--- src/rtl/md_pkg.sv ---
// Shared MULT_DIV definitions: op codes, issue-controller states and default latencies.
// Imported by the issue controller so its occupancy tracking matches the unit's real timing.
package md_pkg;

  localparam int MUL_LAT = 5;
  localparam int DIV_LAT = 10;
  localparam int CNT_W   = 4;

  typedef enum logic [2:0] {
    MD_MULT  = 3'd0,
    MD_MULTU = 3'd1,
    MD_DIV   = 3'd2,
    MD_DIVU  = 3'd3,
    MD_MSUB  = 3'd4
  } md_op_e;

  typedef enum logic [1:0] {
    IDLE     = 2'd0,
    MUL_BUSY = 2'd1,
    DIV_BUSY = 2'd2
  } md_state_e;

  function automatic logic md_op_legal(input logic [2:0] op);
    return op <= MD_MSUB;
  endfunction

  function automatic logic md_op_is_div(input logic [2:0] op);
    return (op == MD_DIV) || (op == MD_DIVU);
  endfunction

endpackage

--- src/rtl/md_issue_ctrl_if.sv ---
// EX/D-stage request signals and MULT_DIV control outputs of the issue controller.
// The master side is the pipeline; the slave side is md_issue_ctrl.
interface md_issue_ctrl_if;

  logic       ex_md_valid;
  logic [2:0] ex_md_op;
  logic       ex_mt_valid;
  logic       ex_mt_hilo;
  logic       ex_flush;
  logic       d_md_use;

  logic       md_start;
  logic [2:0] md_op;
  logic       md_we;
  logic       md_hilo;
  logic       md_busy;
  logic       md_stall;
  logic       md_err;

  modport master (
    output ex_md_valid, ex_md_op, ex_mt_valid, ex_mt_hilo, ex_flush, d_md_use,
    input  md_start, md_op, md_we, md_hilo, md_busy, md_stall, md_err
  );

  modport slave (
    input  ex_md_valid, ex_md_op, ex_mt_valid, ex_mt_hilo, ex_flush, d_md_use,
    output md_start, md_op, md_we, md_hilo, md_busy, md_stall, md_err
  );

endinterface

--- src/rtl/md_lat_counter.sv ---
// Loadable down-counter with zero flag; counts MULT_DIV busy cycles remaining.
module md_lat_counter #(
  parameter int W = 4
) (
  input  logic         Clk,
  input  logic         Rst,
  input  logic         load,
  input  logic [W-1:0] load_val,
  input  logic         dec,
  output logic [W-1:0] cnt,
  output logic         zero
);

  always_ff @(posedge Clk) begin
    if (!Rst) begin
      cnt <= '0;
    end else if (load) begin
      cnt <= load_val;
    end else if (dec && (cnt != '0)) begin
      cnt <= cnt - 1'b1;
    end
  end

  assign zero = (cnt == '0);

endmodule

--- src/rtl/md_issue_ctrl.sv ---
// EX-stage issue controller for MULT_DIV: drives Start/Op/We/HiLo, tracks unit occupancy
// with its own latency counter so the D-stage stall is raised in the issue cycle itself.
module md_issue_ctrl
  import md_pkg::*;
#(
  parameter int MUL_LAT = md_pkg::MUL_LAT,
  parameter int DIV_LAT = md_pkg::DIV_LAT
) (
  input  logic             Clk,
  input  logic             Rst,
  md_issue_ctrl_if.slave   bus
);

  localparam logic [CNT_W-1:0] MUL_LOAD = CNT_W'(MUL_LAT - 1);
  localparam logic [CNT_W-1:0] DIV_LOAD = CNT_W'(DIV_LAT - 1);

  md_state_e        state, state_nx;
  logic [CNT_W-1:0] cnt;
  logic [CNT_W-1:0] cnt_load_val;
  logic             cnt_zero;
  logic             cnt_load;
  logic             cnt_dec;
  logic             idle;
  logic             decode_fault;
  logic             issue;
  logic             mt_ok;
  logic             err_nx;
  logic             err_q;

  assign idle         = (state == IDLE);
  assign decode_fault = bus.ex_md_valid & bus.ex_mt_valid;

  // Requests are only accepted from a live, unflushed, idle EX stage with a sane decode.
  assign issue = Rst & bus.ex_md_valid & ~bus.ex_mt_valid & ~bus.ex_flush & idle &
                 md_op_legal(bus.ex_md_op);
  assign mt_ok = Rst & bus.ex_mt_valid & ~bus.ex_md_valid & ~bus.ex_flush & idle;

  assign err_nx = Rst & ~bus.ex_flush &
                  (decode_fault |
                   (bus.ex_md_valid & ~md_op_legal(bus.ex_md_op)) |
                   ((bus.ex_md_valid | bus.ex_mt_valid) & ~idle));

  md_lat_counter #(.W(CNT_W)) u_cnt (
    .Clk      (Clk),
    .Rst      (Rst),
    .load     (cnt_load),
    .load_val (cnt_load_val),
    .dec      (cnt_dec),
    .cnt      (cnt),
    .zero     (cnt_zero)
  );

  always_ff @(posedge Clk) begin
    if (!Rst) begin
      state <= IDLE;
      err_q <= 1'b0;
    end else begin
      state <= state_nx;
      err_q <= err_nx;
    end
  end

  // The last busy cycle is the one where cnt reads 1; cnt<=1 also covers a 1-cycle latency.
  always_comb begin
    state_nx     = state;
    cnt_load     = 1'b0;
    cnt_dec      = 1'b0;
    cnt_load_val = MUL_LOAD;
    unique case (state)
      IDLE: begin
        if (issue) begin
          cnt_load = 1'b1;
          if (md_op_is_div(bus.ex_md_op)) begin
            cnt_load_val = DIV_LOAD;
            state_nx     = DIV_BUSY;
          end else begin
            cnt_load_val = MUL_LOAD;
            state_nx     = MUL_BUSY;
          end
        end
      end
      MUL_BUSY, DIV_BUSY: begin
        cnt_dec = 1'b1;
        if (cnt_zero || (cnt == CNT_W'(1))) begin
          state_nx = IDLE;
        end
      end
      default: state_nx = IDLE;
    endcase
  end

  assign bus.md_start = issue;
  assign bus.md_op    = issue ? bus.ex_md_op : 3'd0;
  assign bus.md_we    = mt_ok;
  assign bus.md_hilo  = mt_ok ? bus.ex_mt_hilo : 1'b0;
  assign bus.md_busy  = ~idle;
  assign bus.md_stall = Rst & bus.d_md_use & (~idle | issue);
  assign bus.md_err   = err_q;

endmodule

--- src/flat_wrapper.sv ---
// flat-port wrapper written by rule: the top's interface ports become plain ports
module md_issue_ctrl_flat import md_pkg::*;
#(
  parameter int MUL_LAT = md_pkg::MUL_LAT,
  parameter int DIV_LAT = md_pkg::DIV_LAT
)
  (Clk, Rst, bus_ex_md_valid, bus_ex_md_op, bus_ex_mt_valid, bus_ex_mt_hilo, bus_ex_flush, bus_d_md_use, bus_md_start, bus_md_op, bus_md_we, bus_md_hilo, bus_md_busy, bus_md_stall, bus_md_err);
  md_issue_ctrl_if bus_i ();
  input  logic Clk;
  input  logic Rst;
  input wire logic [$bits(bus_i.ex_md_valid)-1:0] bus_ex_md_valid;
  input wire logic [$bits(bus_i.ex_md_op)-1:0] bus_ex_md_op;
  input wire logic [$bits(bus_i.ex_mt_valid)-1:0] bus_ex_mt_valid;
  input wire logic [$bits(bus_i.ex_mt_hilo)-1:0] bus_ex_mt_hilo;
  input wire logic [$bits(bus_i.ex_flush)-1:0] bus_ex_flush;
  input wire logic [$bits(bus_i.d_md_use)-1:0] bus_d_md_use;
  output wire logic [$bits(bus_i.md_start)-1:0] bus_md_start;
  output wire logic [$bits(bus_i.md_op)-1:0] bus_md_op;
  output wire logic [$bits(bus_i.md_we)-1:0] bus_md_we;
  output wire logic [$bits(bus_i.md_hilo)-1:0] bus_md_hilo;
  output wire logic [$bits(bus_i.md_busy)-1:0] bus_md_busy;
  output wire logic [$bits(bus_i.md_stall)-1:0] bus_md_stall;
  output wire logic [$bits(bus_i.md_err)-1:0] bus_md_err;
  assign bus_i.ex_md_valid = bus_ex_md_valid;
  assign bus_i.ex_md_op = bus_ex_md_op;
  assign bus_i.ex_mt_valid = bus_ex_mt_valid;
  assign bus_i.ex_mt_hilo = bus_ex_mt_hilo;
  assign bus_i.ex_flush = bus_ex_flush;
  assign bus_i.d_md_use = bus_d_md_use;
  assign bus_md_start = bus_i.md_start;
  assign bus_md_op = bus_i.md_op;
  assign bus_md_we = bus_i.md_we;
  assign bus_md_hilo = bus_i.md_hilo;
  assign bus_md_busy = bus_i.md_busy;
  assign bus_md_stall = bus_i.md_stall;
  assign bus_md_err = bus_i.md_err;
  md_issue_ctrl #(.MUL_LAT(MUL_LAT), .DIV_LAT(DIV_LAT)) u_core (.Clk(Clk), .Rst(Rst), .bus(bus_i));
endmodule
--- config.mk ---
export PLATFORM = sky130hd
export DESIGN_NAME = md_issue_ctrl_flat
export DESIGN_NICKNAME = d
export VERILOG_FILES = /design/src/rtl/md_pkg.sv /design/src/rtl/md_issue_ctrl_if.sv /design/src/rtl/md_lat_counter.sv /design/src/rtl/md_issue_ctrl.sv /design/src/flat_wrapper.sv
export SDC_FILE = /design/constraint.sdc
export NUM_CORES = 1
export LEC_CHECK = 0
export ABC_AREA = 0
export BUFFER_PORTS_ARGS = -buffer_cell sky130_fd_sc_hd__clkbuf_2
export CAP_MARGIN = 20
export CORE_AREA = 2 2 39 41
export DETAILED_ROUTE_END_ITERATION = 8
export DIE_AREA = 0 0 41 43
export PLACE_DENSITY = 0.71
export SETUP_SLACK_MARGIN = 0.3
export SYNTH_ARGS = -nofsm -noshare
export SYNTH_HDL_FRONTEND = slang
export SYNTH_SLANG_ARGS = --single-unit
--- constraint.sdc ---
create_clock -name Clk -period 2.2 [get_ports Clk]
set_clock_uncertainty 0.1 [all_clocks]
set_input_delay 0.33 -clock Clk [delete_from_list [all_inputs] [get_ports Clk]]
set_output_delay 0.33 -clock Clk [all_outputs]
set_load 0.005 [all_outputs]
==> results by group <==
Drt
  • DRC violations left: 0
  • Routed WL per cell: ~13 um
  • Vias/cell: 5.455
  • Initial DRC count: 21
  • Total Routed Length: ~1300 um
  • Routed Antenna Nets: 0
  • First-pass iteration count of the detailed router: 4
  • Vias: 551

Yosys
  • Most used DFF post-synth: dfxtp_1
  • Main area contributors after synthesis: dfxtp_1 30%, ha_1 8.1%, inv_1 5.7%
  • Synth Instances: 57
  • Share of the synthesized area in the top cell type: a little under a third
  • EDFF count, synth: 0
  • Leading area contributor after synthesis: dfxtp_1
  • Yosys reg bits: 7
  • Syn Nets: 70
  • Synth top cells by count: 7 x dfxtp_1, 7 x inv_1, 4 x a21oi_1, 4 x and2_1, 4 x nand2_1
  • Unique masters post-synth: 28
  • Post-synth ARST share: 0%
  • Post-Syn Area per Cell: around 8 um^2
  • Synth warn: 0
  • Mapped cell area: 462.9 um^2
  • Register area share after synthesis: a little under a third

Timing
  • Setup violators final: 0
  • Relative slew slack: 53.76%
  • Setup TNS: 0 ns
  • RSZ-0062 raised after global routing: yes
  • Final hold viol count: 0
  • Hold Slack: 0.2352 ns
  • Period utilization: 92.11%
  • Min Tclk post-route: slightly above 2 ns
  • Slew Limit Fails: 0
  • Slew of the pin with the lowest slew margin: roughly 0.7 ns
  • FMAX: 0.4935 GHz

Worst hold path
  • Hold Path Depth: 2
  • Hold_sp: Rst
  • Worst Hold End: u_core.state[0]$_SDFFE_PN0P_
  • Hold WC Path Type: in -> reg

Clocking
  • Clk_lat worst skew: 0.27 ns
  • TritonCTS clock tree: done
  • CTS sink count: 7
  • Clock root cell: clkbuf_4
  • Num CTS Buffers: 3
  • CTS H-tree depth: 1
  • Clk buf depth: 2
  • Clock-pin slew on the worst setup and hold paths: 0.06 ns

Floorplan
  • Die width: between 40 and 50 um
  • Io pins: 19
  • Die Y: between 40 and 50 um
  • Initial core utilization: about a third
  • Core ar.: between 1000 and 1500 um^2
  • Rows: 14
  • Die ar.: roughly 1800 um^2

Run
  • Max_cap viols: 0

Global route
  • First-pass GRT wire length: around 1900 um
  • Largest net degree at the start of global routing: 7
  • Vias in the first global route: between 400 and 500
  • Grt total ovfl: 0
  • Initial antenna violation count: 0
  • Total Routing Usage GR: between 10% and 20%

Layout
  • Layout cells sized above 1: a little under half
  • Area of the multi-input gates: around 330 um^2
  • Final Net Count: 99
  • Synth-to-layout area growth: 51.35%
  • ANT cells: 0
  • Final Cell Area: between 700 and 800 um^2
  • FILL cells: 119
  • Sequential Area: about 140 um^2

Pwr
  • Clock share of power: 39.7%
  • Switching Share: between 20 and 30%
  • Peak supply drop: ~220 uV
  • Int Pwr: roughly 230 uW
  • Gate power share: roughly a fifth
  • Psw: between 90 and 100 uW
  • P_leak: between 0.0003 and 0.0004 uW
  • Total power: about 320 uW
  • Pwr per Cell Area: roughly 460 nW/um^2
  • Flop pwr share: a little over two fifths

Worst setup path
  • Crit path max fanout: 5
  • Worst setup path start: u_core.state[0]$_SDFFE_PN0P_
  • Data arrival, critical path: ~1.6 ns
  • Critical Path Source Type: flop
  • Register-to-Register Path Depth: 6
  • Reg2reg setup slack: ~0.29 ns
  • WS Path Type: reg -> out
  • R2R Path End: u_core.state[1]$_SDFFE_PN0P_
  • WP data required: around 1.8 ns
  • RR Startpoint: u_core.u_cnt.cnt[0]$_SDFFE_PN0P_
  • Worst setup EP type: primary output

Outcome
  • Status: complete, no violations

Place
  • # port buffers: 18
  • Cell Area, Placed: approximately 570 um^2
  • Dpl hpwl: between 800 and 900 um
  • Routability Congestion: a little under 0.9
==> cells in the final DEF (no fill, tap or decap), types with 2 or more instances in the layout <==
cell type   n
clkbuf_2   16
buf_4       5
dfxtp_1     5
inv_1       4
a21oi_1     4
inv_2       3
and2_1      3
nor2_1      3
nand2_1     3
o21ai_0     3
clkbuf_4    3
o21a_1      2
or4_4       2
o31ai_1     2
ha_1        2
buf_6       2
dfxtp_2     2
==> through the flow <==
step | instances | util (%) | setup WS [ns]
after global routing | 101 | 50.63 | 0.1222
after CTS | 97 | 45.57 | 0.2164
after detailed placement | 91 | 41.41 | 0.2215
after floorplan | 57 | - | 0.3872
final | 101 | 50.63 | 0.1737
after global placement | 91 | 41.41 | 0.2364
==> critical path, cell delays in order, from the launching register on <==
cell and delay, ns:
dfxtp_2 0.31, inv_2 0.08, ha_4 0.14, inv_2 0.04
or4_4 0.44, clkinv_4 0.08, and2_4 0.13, clkbuf_2 0.10
==> area by class of cell <==
class	count	share of cell area [%]
Multi-Input combinational cell	41	46.43
Sequential cell	7	20.36
Tap cell	16	2.857
Clock buffer	4	3.750
Inverter	9	5.893
Timing Repair Buffer	24	20.71
==> cells by family (layout without fill, tap and decap cells) <==
kind of cell,after synthesis,count (layout),share of synthesized area (%)
adders and majority gates,3,3,8.109
DFF,7,7,30.27
buffers and inverters,9,37,8.379
and+or+nand+nor,21,21,26.76
xor gates and xnor gates,2,2,3.784
AOI/OAI and AO/OA,15,15,22.70
==> worst max path at each step <==
stage / to / slack [ns] / cells after the start
3_5_place_dp: bus_md_op[0] / 0.22 / 7
6_report: bus_md_op[0] / 0.17 / 7
3_3_place_gp: bus_md_op[0] / 0.24 / 7
4_1_cts: bus_md_op[0] / 0.22 / 7
5_1_grt: bus_md_op[0] / 0.12 / 7
2_1_floorplan: bus_md_op[0] / 0.39 / 6
==> per-layer routing <==
metal	track usage [%]	wire length, um	vias to the layer above
met5	0	0	-
met4	10.00	34	0
met3	3.141	91	5
met2	22.81	674	28
met1	20.52	512	255
li1	-	-	263
==> power by group through the flow <==
| stage | Sequential, uW | Clock, uW | Combinational, uW |
|---|---|---|---|
| after detailed placement | 136 | 0 | 44.1 |
| after global routing | 134 | 134 | 66.3 |
| final | 134 | 127 | 60.0 |
| after CTS | 133 | 122 | 48.9 |
| after global placement | 136 | 0 | 44.1 |
| after floorplan | 136 | 0 | 24.5 |
==> registers in the layout, summed over array words and instances, names as in the netlist <==
signal and cells:
u_core.u_cnt.cnt 4, u_core.bus.md_err 1, u_core.state 2
==> what timing repair did <==
action,CTS,global route
pin swaps,3,2
gates resized for setup,7,11
setup buffers,2,4
hold buffers,0,0
cloned,0,0
setup endpoints to repair,4,5
(Power assumes the default switching activity.)
